[src/rtl/pipe_wb_reg.sv]
// Memory-to-writeback pipeline register with stall/bubble control,
// sticky halt on the first exceptional status, and a retired-instruction counter.
module pipe_wb_reg #(
    parameter int unsigned      VAL_W     = 64,
    parameter int unsigned      REG_W     = 4,
    parameter int unsigned      CNT_W     = 32,
    parameter logic [2:0]       STAT_BUB  = 3'd0,
    parameter logic [2:0]       STAT_AOK  = 3'd1,
    parameter logic [3:0]       ICODE_NOP = 4'h1,
    parameter logic [REG_W-1:0] REG_NONE  = {REG_W{1'b1}}
) (
    input  logic             clk,
    input  logic             rst_n,
    input  logic [2:0]       m_stat,
    input  logic [3:0]       m_icode,
    input  logic [VAL_W-1:0] M_valE,
    input  logic [VAL_W-1:0] m_valM,
    input  logic [REG_W-1:0] M_dstE,
    input  logic [REG_W-1:0] M_dstM,
    input  logic             W_stall,
    input  logic             W_bubble,
    output logic [2:0]       W_stat,
    output logic [3:0]       W_icode,
    output logic [VAL_W-1:0] W_valE,
    output logic [VAL_W-1:0] W_valM,
    output logic [REG_W-1:0] W_dstE,
    output logic [REG_W-1:0] W_dstM,
    output logic             W_valid,
    output logic             halted,
    output logic [CNT_W-1:0] retire_cnt
);

    localparam int unsigned STAT_W  = 3;
    localparam int unsigned ICODE_W = 4;

    typedef enum logic {
        RUN    = 1'b0,
        HALTED = 1'b1
    } state_t;

    typedef struct packed {
        logic [STAT_W-1:0]  stat;
        logic [ICODE_W-1:0] icode;
        logic [VAL_W-1:0]   val_e;
        logic [VAL_W-1:0]   val_m;
        logic [REG_W-1:0]   dst_e;
        logic [REG_W-1:0]   dst_m;
        logic               valid;
    } wb_t;

    localparam wb_t WB_BUBBLE = '{
        stat:  STAT_BUB,
        icode: ICODE_NOP,
        val_e: '0,
        val_m: '0,
        dst_e: REG_NONE,
        dst_m: REG_NONE,
        valid: 1'b0
    };

    state_t           state, state_next;
    wb_t              wb_q, wb_next;
    logic [CNT_W-1:0] cnt_q, cnt_next;

    // State, payload and counter registers
    always_ff @(posedge clk or negedge rst_n) begin
        if (!rst_n) begin
            state <= RUN;
            wb_q  <= WB_BUBBLE;
            cnt_q <= '0;
        end else begin
            state <= state_next;
            wb_q  <= wb_next;
            cnt_q <= cnt_next;
        end
    end

    // Next-state: HALTED freezes everything; in RUN stall > bubble > load
    always_comb begin
        state_next = state;
        wb_next    = wb_q;
        cnt_next   = cnt_q;
        if (state == RUN && !W_stall) begin
            if (W_bubble) begin
                wb_next = WB_BUBBLE;
            end else begin
                wb_next.stat  = m_stat;
                wb_next.icode = m_icode;
                wb_next.val_e = M_valE;
                wb_next.val_m = m_valM;
                wb_next.dst_e = M_dstE;
                wb_next.dst_m = M_dstM;
                wb_next.valid = (m_stat != STAT_BUB);
                if (m_stat == STAT_AOK) begin
                    cnt_next = cnt_q + CNT_W'(1);
                end else if (m_stat != STAT_BUB) begin
                    state_next = HALTED;
                end
            end
        end
    end

    assign W_stat     = wb_q.stat;
    assign W_icode    = wb_q.icode;
    assign W_valE     = wb_q.val_e;
    assign W_valM     = wb_q.val_m;
    assign W_dstE     = wb_q.dst_e;
    assign W_dstM     = wb_q.dst_m;
    assign W_valid    = wb_q.valid;
    assign halted     = (state == HALTED);
    assign retire_cnt = cnt_q;

endmodule

[config.mk]
export PLATFORM = sky130hd
export DESIGN_NAME = pipe_wb_reg
export DESIGN_NICKNAME = d
export VERILOG_FILES = /design/src/rtl/pipe_wb_reg.sv
export SDC_FILE = /design/constraint.sdc
export NUM_CORES = 1
export LEC_CHECK = 0
export CAP_MARGIN = 30
export CORE_UTILIZATION = 46
export DETAILED_ROUTE_END_ITERATION = 8
export PLACE_DENSITY = 0.91
export SETUP_SLACK_MARGIN = 0.2
export SLEW_MARGIN = 30
export SYNTH_ARGS = -nofsm -noshare
export SYNTH_HDL_FRONTEND = slang
export SYNTH_SLANG_ARGS = --single-unit
[constraint.sdc]
create_clock -name clk -period 2.6 [get_ports clk]
set_clock_uncertainty 0.1 [all_clocks]
set_input_delay 0.52 -clock clk [delete_from_list [all_inputs] [get_ports clk]]
set_output_delay 0.52 -clock clk [all_outputs]
set_load 0.01 [all_outputs]
==> results of run 1 <==
cell families after synthesis:
| logic type | Yosys count | share of synthesized area, % |
|---|---|---|
| AO/OA/AOI/OAI | 14 | 0.986 |
| XOR/XNOR | 31 | 3.57 |
| adder cells (fa/ha/maj) | 1 | 0.164 |
| buffers and inverters | 59 | 3.11 |
| flip-flops | 177 | 58.3 |
| multiplexers | 1 | 0.148 |
| AND/OR/NAND/NOR | 487 | 33.7 |
layer usage:
metal  global-route usage, %  vias to the layer above  part of all wire (%)  wire length [um]
li1                        -                     3119                     -                 -
met1                    29.0                     3211                    37              8180
met2                    44.8                      294                    51             11300
met3                    9.73                       51                   9.8              2190
met4                    11.0                        0                   2.7               611
met5                       0                        -                     0                 0
power by group through the flow:
| stage | Sequential (uW) | Combinational (uW) | Clock [uW] |
|---|---|---|---|
| global route | 2910 | 720 | 2660 |
| detailed placement | 2950 | 670 | 0 |
| global placement | 2940 | 653 | 0 |
| finish | 2900 | 667 | 2520 |
| floorplan | 2990 | 110 | 0 |
| CTS | 2900 | 676 | 2560 |
state kept, by name (all words and copies together) (netlist names):
signal / count
halted: 1
W_valM: 64
retire_cnt: 32
W_icode: 4
W_valE: 64
W_valid: 1
W_stat: 3
W_dstE: 4
W_dstM: 4
worst min-delay path by stage:
stage,cells past startpoint,to,start
final,2,W_dstM[3],W_dstM[3]
after global routing,2,W_dstM[3],W_dstM[3]
after CTS,2,W_icode[0],W_icode[0]
after detailed placement,2,W_icode[0],W_icode[0]
after global placement,2,W_dstE[3],W_dstE[3]
after floorplan,0,W_icode[1],rst_n
stage by stage:
| step | power (uW) | worst slack, ns | hold slack (ns) | setup TNS, ns |
|---|---|---|---|---|
| after floorplan | 3100 | 0.777 | 0.124 | 0 |
| after global placement | 3600 | 0.0893 | 0.340 | 0 |
| after detailed placement | 3620 | -0.0174 | 0.345 | -0.0204 |
| after CTS | 6130 | 0.384 | 0.354 | 0 |
| after global routing | 6290 | 0.282 | 0.369 | 0 |
| final | 6080 | 0.320 | 0.351 | 0 |
Yosys cell counts:
cell type	instances	share of area, %
sky130_fd_sc_hd__xnor2_1	10	1.2
sky130_fd_sc_hd__buf_2	3	0.20
sky130_fd_sc_hd__nand4_1	8	0.66
sky130_fd_sc_hd__buf_6	1	0.15
sky130_fd_sc_hd__nor2_1	2	0.099
sky130_fd_sc_hd__nor4bb_1	1	0.13
sky130_fd_sc_hd__nor4_4	3	0.84
sky130_fd_sc_hd__buf_1	4	0.20
sky130_fd_sc_hd__o21ai_0	12	0.79
sky130_fd_sc_hd__nand2b_1	3	0.25
sky130_fd_sc_hd__inv_1	3	0.15
sky130_fd_sc_hd__mux2_2	1	0.15
sky130_fd_sc_hd__dfstp_2	9	3.1
sky130_fd_sc_hd__and2_1	3	0.25
sky130_fd_sc_hd__or2_2	1	0.082
sky130_fd_sc_hd__clkbuf_1	47	2.3
sky130_fd_sc_hd__and3_1	2	0.16
sky130_fd_sc_hd__buf_4	1	0.099
sky130_fd_sc_hd__nor4_2	4	0.66
sky130_fd_sc_hd__nand3_1	12	0.79
sky130_fd_sc_hd__o31ai_1	2	0.20
sky130_fd_sc_hd__nand2_1	293	14
sky130_fd_sc_hd__and4_1	6	0.69
sky130_fd_sc_hd__nor4b_1	1	0.12
sky130_fd_sc_hd__or4b_1	1	0.13
sky130_fd_sc_hd__ha_1	1	0.16
sky130_fd_sc_hd__and3_2	1	0.099
sky130_fd_sc_hd__xor2_1	21	2.4
sky130_fd_sc_hd__and3_4	1	0.15
sky130_fd_sc_hd__nand3b_1	131	13
sky130_fd_sc_hd__nor2b_1	1	0.082
sky130_fd_sc_hd__nor4_1	9	0.74
sky130_fd_sc_hd__nor3_1	3	0.20
sky130_fd_sc_hd__dfrtp_1	168	55
sky130_fd_sc_hd__nor4b_2	1	0.20
final cells by class:
cell class | instances | area [um^2]
clock buffers | 22 | 484
clock inverters | 10 | 100
fillers | 1128 | 4360
inverters | 3 | 11.3
multi-input cells | 534 | 2940
flip-flops and latches | 177 | 4440
well taps | 216 | 270
repair buffers | 338 | 3390
worst max-delay path, stage by stage:
cell and delay, ns:
sky130_fd_sc_hd__clkdlybuf4s50_1 0.48, sky130_fd_sc_hd__nor4b_2 0.41, sky130_fd_sc_hd__nand3_1 0.18, sky130_fd_sc_hd__buf_4 0.26, sky130_fd_sc_hd__nor4_1 0.49, sky130_fd_sc_hd__xor2_1 0.12
==> summary by stage, run 1 <==
STA
Subtracting the final worst setup slack from the clock period gives 2.28 ns. The final-report max-slew violation count is 0. Setup violations remaining at the end of the flow were counted as 0. The final hold violation count came to 0. The worst slew margin relative to its limit is 40.0%.

For the pin with the worst max-slew slack, the measured transition is 0.901 ns. The upper clock frequency limit is 439 MHz. Setup repair after global routing left no endpoint under its margin. The final worst-path cycle share is 87.7%.

Logic synthesis
Yosys printed 0 warnings. Counting flops and latches in the post-synthesis netlist gives 177. The part of the Yosys area used for sequential elements is 58.3%. The netlist area before placement is 7610 um^2. The synthesized netlist cell count is 770. The post-synthesis net count is 918. After synthesis, the netlist uses 35 different library cells. Averaged over all synthesized cells, the footprint is 9.88 um^2.

Global routing
The number of antenna violations at the first check in global routing is 0. Entering global routing, the biggest net connects 146 pins. In the global route stage, overall resource usage came out at 26.0%. The first-pass GRT wire length is 33.5 mm.

The number of global-route vias before repair was 6525. Global routing finished with a remaining overflow of 0.

Pwr
The maximum VDD drop is 434 uV. The sequential share of power is 47.7%. The share of total power dissipated in combinational logic is 11.0%.

The analysis attributes to net switching a power of 1390 uW. Of the total power, the share spent switching nets is 22.9%. The clock network burns 41.4% of the power. The internal cell power is 4690 uW. The power per standard cell area is 523 nW/um^2. The static power due to leakage is 0.00556 uW.

Clock tree
The root buffer cell chosen for the clock tree is sky130_fd_sc_hd__clkbuf_16. Buffers inserted to repair hold after CTS numbered 1. The clock latency at the later pin of the worst-skew pair is 0.42 ns. The number of clock buffers added by TritonCTS is 17. Buffers added to address setup during post-CTS repair amount to 0. The buffer depth of the longest clock path is 2.

The number of clock sinks is 177. The deepest level of the CTS H-tree is 4. TritonCTS built the clock tree. The count of instances resized after the clock tree is built is 0. After clock tree synthesis, the clock-pin slew on the worst setup and hold paths is 0.06 ns.

Die
The die width is 131 um. The floorplan has 46 rows. In this run the count of I/O pins placed on the die edge is 324. The die covers 17100 um^2. The floorplan core area is 16000 um^2.

The starting utilization of the core area is 47.6%. The die span in y is 131 um.

Detailed routing
The detail route stage leaves a number of antenna-violating nets equal to 0. The violation count after the first detailed-route iteration is 509. The routed layout has 6675 vias. The routed wire length per instance is 17.1 um. The pre-antenna-repair detailed-routing pass consisted of 6 iterations. Wires add up to 22.3 mm. In the routed design, unresolved DRC markers number 0. In the routed layout, each cell is associated on average with a via count of 5.13.

Place
The cell count after placement is 1267. Detailed placement finished with a half-perimeter wire length of 15.2 mm. After detailed placement, the total cell area comes to 11000 um^2. The congestion estimate from routability-driven global placement came to 0.808. The count of buffers inserted at the top-level ports is 323.

Setup path
The worst setup path is launched from an input pin. The endpoint required time on the critical path is 2.79 ns. The critical path starts at m_stat[1]. The launching point of the worst reg2reg path is retire_cnt[0]. The worst register-to-register path has a setup slack of 0.47 ns. STA puts the critical path data arrival time at 2.47 ns.

The worst register-to-register path ends at retire_cnt[22]. The most critical setup path has its endpoint at retire_cnt[15]. Along the worst path, the maximum fanout reaches 20. The depth of the worst register-to-register path is 5. The critical path is of the input pin to flip-flop type. The element type at the critical path end is a flip-flop.

Cells and area
In the final layout, the share of cells above drive strength 1 is 6.37%. The top cell types in the final layout, fill and taps aside, are 321 x sky130_fd_sc_hd__clkdlybuf4s50_1, 293 x sky130_fd_sc_hd__nand2_1, 168 x sky130_fd_sc_hd__dfrtp_1. The final core utilization is 72.7%.

Leaving out filler cells and counting taps, the final layout contains 1300. After the last flow step, the layout net total stands at 1219. The antenna diode count is 0.

The final design instance area without fill is 11600 um^2. Compared with the post-synthesis result, the final layout area differs by 52.9%. The library cell used most frequently in the layout, excluding fill and tap cells, is sky130_fd_sc_hd__clkdlybuf4s50_1.

Worst hold path
The path class of the lowest-slack min-delay path is flip-flop to flip-flop.

Status
The flow ran to the end, and the final reports show no timing, DRC or antenna violations.

Flow run
The tool flagged a number of max-cap violations equal to 0.
No activity file was read; power rests on OpenSTA's default activity.
==> inputs of run 2 (changes only) <==
- CORE_UTILIZATION: 46 -> 43
- PLACE_DENSITY: 0.91 -> 0.86
- clock period: 2.6 -> 2.4 ns (I/O delays scaled with it)
==> run 2 against run 1 <==
  * Die area rose by 6.9%
  * Routed wire length fell by 4.7%
  * Core utilization fell by 5.2 points
  * Combinational power rose by 8.1%
  * Non-clock buffer count rose by 2
  * Global-route usage fell by 2.0 points
  * First-iteration DRC count fell by 36%
  * Setup slack got worse by 0.015 ns
  * Critical path type is now flip-flop to primary output
==> summary by stage, run 2 (same netlist as run 1, synthesis figures left out) <==
Setup path
Broken down by cell family, the worst path's largest delay share belongs to buffers and inverters. The depth of the worst register-to-register path is 6. The worst path arrival time is 1.51 ns. The critical setup path kind is flip-flop to primary output. The endpoint required time on the critical path is 1.82 ns.

The delay of the slowest cell on the worst path is 0.56 ns. Traced cell by cell, the critical path runs through clkdlybuf4s50_1. The startpoint kind of the worst setup timing path is a flip-flop. The cell with the largest stage delay on the worst path is sky130_fd_sc_hd__clkdlybuf4s50_1. In this run the critical register-to-register path is captured at retire_cnt[24].

The worst register-to-register path begins at retire_cnt[0]. Counting both buffers and inverters, the worst setup path holds a total of 1. In this run the worst path has a maximum fanout of 2. STA classifies the critical path endpoint as a primary output. For flop-to-flop paths, the worst setup slack is 0.38 ns.

STA
Headroom to the max-slew limit came out at 61.3%. The final worst-path cycle share is 87.3%. Setup repair after global routing left no endpoint under its margin. The final-report max-slew violation count was 0.

The transition time of the tightest slew-check pin is 0.581 ns. The total negative setup slack is 0 ns. The final hold violation count came to 0.

The total setup violations reported at the end of the flow is 0. The upper clock frequency limit is 477 MHz. The time the worst path needs with I/O delays and setup is 2.09 ns. The minimum setup slack in the final design is 0.305 ns.

Clock tree
The deepest level of the CTS H-tree is 4. TritonCTS built the clock tree. The number of buffers created by CTS is 17. The clock reaches the later pin of the worst-skew pair after 0.42 ns. The number of clock sinks is 177.

After clock tree synthesis, the clock-pin slew on the worst setup and hold paths is 0.07 ns. In this run the clock root is driven by a sky130_fd_sc_hd__clkbuf_16. The buffer depth of the longest clock path is 2.

Global routing
For this run the aggregate overflow at the end of global routing stands at 0. The first-pass GRT wire length is 34.1 mm. The number of global-route vias before repair is 6746. Across every metal layer, demand over resource in global routing totals 24.0%. The number of antenna violations at the first check in global routing came to 0.

The maximum number of pins on one net before global-route repair is 146.

Die
The floorplan has 48 rows. The floorplan step set the die width to 135 um. The core region is 17300 um^2. The starting utilization of the core area is 44.0%. In this run the vertical extent of the chip is 135 um.

The number of top-level design ports is 324. The area enclosed by the die boundary is 18200 um^2.

Pwr
The power per standard cell area is 555 nW/um^2. The design draws 6480 uW. For this design the static power due to leakage is 0.00559 uW. Across the VDD grid, the largest voltage drop is 460 uV.

Cells and area
The most frequent standard cell in the layout excluding fill and tap cells is sky130_fd_sc_hd__clkdlybuf4s50_1. Summing all flip-flop and latch instances after layout gives 4440 um^2. The final core utilization is 67.5%. In the final layout, the multi-input gates occupy 2950 um^2. The number of fill cells is 1269.

Compared with the post-synthesis result, the final layout area differs by 53.4%. The final net count is 1221. In the layout the commonest cells are 321 x sky130_fd_sc_hd__clkdlybuf4s50_1, 293 x sky130_fd_sc_hd__nand2_1, 168 x sky130_fd_sc_hd__dfrtp_1.

The fraction of layout cells with a size suffix above 1 is 6.81%. The antenna diode count is 0.

Status
The flow ran to the end, and the final reports show no timing, DRC or antenna violations.

Detailed routing
The number of routed nets with antenna violations is 0. The detail-routed via count per cell is 5.01. The total via count after detailed routing is 6563. After detailed routing, the total wire length is 21.2 mm. For this block, the initial DRC count from the detailed router was 326. The residual DRC count is 0.

The routed wire length per instance is 16.2 um. The first-pass iteration count of the detailed router is 4.

Worst hold path
The hold-critical path depth is 2. The worst hold path belongs to the class flip-flop to flip-flop. The path with the worst hold slack has its endpoint at W_dstM[1].

The worst hold path begins at W_dstM[1].

Place
During placement, the flow inserted port buffers numbering 323. Summed over all nets, the half-perimeter wirelength after detailed placement is 14.7 mm. At the placement stage, the worst setup path has a slack of -0.0529 ns.

The final RePlAce weighted congestion is 0.845.

Flow run
Max-cap violations in this run came to 0.
-- run 2: per-layer routing --
metal	global-route usage, %	vias to the layer above	wire, um	part of all wire [%]
met5	0	-	0	0
met4	11.9	0	783	3.7
met3	8.82	56	1870	8.8
met2	40.7	238	10500	49
met1	26.7	3145	8120	38
li1	-	3124	-	-
-- run 2: worst max path at each step --
| stage | startpoint | end | slack, ns | depth (start not counted) |
|---|---|---|---|---|
| finish | W_dstM[2] | W_dstM[2] | 0.31 | 1 |
| global route | m_stat[0] | retire_cnt[28] | 0.25 | 6 |
| CTS | W_dstE[1] | W_dstE[1] | 0.28 | 1 |
| detailed placement | m_stat[1] | retire_cnt[30] | -0.05 | 6 |
| global placement | m_stat[1] | retire_cnt[22] | 0.02 | 6 |
| floorplan | retire_cnt[2] | retire_cnt[25] | 0.58 | 5 |
-- run 2: cell type report --
class                           count  share of cell area [%]
Inverter                            3                  0.0964
Timing Repair Buffer              340                    29.4
Multi-Input combinational cell    534                    25.3
Sequential cell                   177                    38.0
Tap cell                          225                    2.41
Clock buffer                       19                    3.88
Clock inverter                     13                   0.847
-- run 2: timing repair --
item	4_1_cts	5_1_grt
gates resized for setup	0	2
buffers inserted	0	1
endpoints found under the hold margin	27	0
hold buffers	1	0
endpoints found under the setup margin	0	7
-- run 2: per-stage QoR --
step | instances | instance area, um^2 | hold WS, ns
3_5_place_dp | 1277 | 11100 | 0.283
4_1_cts | 1310 | 11700 | 0.353
3_3_place_gp | 1277 | 11100 | 0.283
5_1_grt | 1311 | 11700 | 0.367
6_report | 1311 | 11700 | 0.352
2_1_floorplan | 770 | 7610 | 0.0844
-- run 2: report_power, final --
group	internal, uW	switching (uW)	leakage [uW]
Combinational	445	276	0.00296
Clock	1400	1220	0.000279
Sequential	3090	52.1	0.00236
-- run 2: worst min-delay path: stages, from the launching register on --
cell and delay [ns]:
sky130_fd_sc_hd__dfstp_2 0.37, sky130_fd_sc_hd__nand2_1 0.04, sky130_fd_sc_hd__nand2_1 0.04
==> RTL change, RTL diff (settings of run 2) <==
Set the parameter `REG_W` to 3 (it was 4).
--- a/src/rtl/pipe_wb_reg.sv
+++ b/src/rtl/pipe_wb_reg.sv
@@ -4,3 +4,3 @@
     parameter int unsigned      VAL_W     = 64,
-    parameter int unsigned      REG_W     = 4,
+    parameter int unsigned      REG_W     = 3,
     parameter int unsigned      CNT_W     = 32,
Interface: changed (resized M_dstE, M_dstM, W_dstE and W_dstM); port bits go from 324 to 320. The function was not compared with the original's and may differ.
==> RTL change against run 2 <==
Sequential cell count down 2; non-clock buffer count unchanged; routed wire length up 1.0%; setup slack better by 0.0018 ns; cell area down 0.59%; area after synthesis down 1.9%; first-iteration DRC count up 13%; clock power up 9.2%; combinational power down 0.7%; via count up 0.34%; total power up 2.9%; critical endpoint is now W_dstM[0]; largest cell class unchanged; largest power group unchanged.
==> RTL change: results (changes against run 2) <==
pin count of the biggest net entering global routing 144 (was 146); Placed Area 11000 um^2 (was 11100 um^2); met2 wire len 10500 um (about the same); Port Buffers 319 (was 323); WL/cell 16.4 um (was 16.2 um); initial antenna violation count 1 (was 0); worst vdd ir 0.499 mV (was 0.460 mV); outcome completed (unchanged); first-pass GRT wire length 34200 um (was 34100 um); Seq/Total Area, Yosys 0.588 (was 0.583); r2r setup slk 0.32 ns (was 0.38 ns); leakage 5.46 nW (was 5.59 nW); DRT iter0 DRCs 368 (was 326); met3 GRT Util 0.0788 (was 0.0882); vias post-DR 6585 (was 6563); Layout Nets 1218 (was 1221); Mapped Nets 907 (was 918); Worst R2R Path Depth 4 (was 6); Inst Count DP 1272 (was 1277); WL met1 8530 um (was 8120 um); Post-Syn Instances 761 (was 770); dpl ws 0.0364 ns (was -0.0529 ns); met3 WL 1860 um (was 1870 um); crit path capture W_dstM[0] (was W_dstM[2]); worst r2r src retire_cnt[3] (was retire_cnt[0]); GR Util met2 0.402 (was 0.407); Fill cells 1248 (was 1269); Crit. Startpoint W_dstM[0] (was W_dstM[2]); fraction of layout cells with a size suffix above 1 0.0664 (was 0.0681); largest cells by area after synthesis dfrtp_1, nand2_1, nand3b_1, dfstp_2, xnor2_1 (was dfrtp_1, nand2_1, nand3b_1, dfstp_2, xor2_1); Via density 5.04 (was 5.01); hpwl dp 14800 um (was 14700 um); met1 usage 0.297 (was 0.267); slew at the pin closest to its max-slew limit 0.694 ns (was 0.581 ns)
-- RTL change: cell families after synthesis --
logic type               count (synthesis)  synth area share
AND/OR/NAND/NOR                        491             0.337
flip-flops                             175             0.588
buffers and inverters                   50            0.0263
XOR/XNOR                                31            0.0374
AO/OA/AOI/OAI                           12           0.00872
multiplexers                             1           0.00151
adder cells (fa/ha/maj)                  1           0.00168
-- RTL change: where the power goes --
| part | internal (W) | total, W | leakage [nW] | switching [W] |
|---|---|---|---|---|
| sequential | 0.00305 | 0.00310 | 2.34 | 0.0000506 |
| combinational | 0.000442 | 0.000716 | 2.83 | 0.000274 |
| clock | 0.00158 | 0.00286 | 0.291 | 0.00128 |
| total | 0.00507 | 0.00667 | 5.46 | 0.00160 |
-- RTL change: per-stage QoR --
stage	util	hold slack, ns
final	0.693	0.351
after global routing	0.692	0.370
after CTS	0.692	0.354
after detailed placement	0.656	0.344
after global placement	0.656	0.340
after floorplan	-	0.0844
-- RTL change: cell type report --
| cell class | count | area, um^2 | area share |
|---|---|---|---|
| clock inverter | 15 | 175 | 0.0151 |
| multi-input combinational | 536 | 2900 | 0.250 |
| sequential | 175 | 4390 | 0.378 |
| inverter | 2 | 7.51 | 0.000647 |
| clock buffer | 17 | 425 | 0.0366 |
| tap | 220 | 275 | 0.0237 |
| timing repair buffer | 340 | 3440 | 0.296 |
| antenna | 1 | 2.50 | 0.000216 |
-- RTL change: how the worst min path moves through the flow --
stage,depth (start not counted),from,endpoint,slack [ns]
after floorplan,0,rst_n,W_icode[1],0.08
after global placement,2,W_dstE[2],W_dstE[2],0.34
after detailed placement,2,W_dstE[1],W_dstE[1],0.34
after CTS,2,W_dstE[1],W_dstE[1],0.35
after global routing,2,W_dstE[1],W_dstE[1],0.37
final,2,W_dstE[2],W_dstE[2],0.35
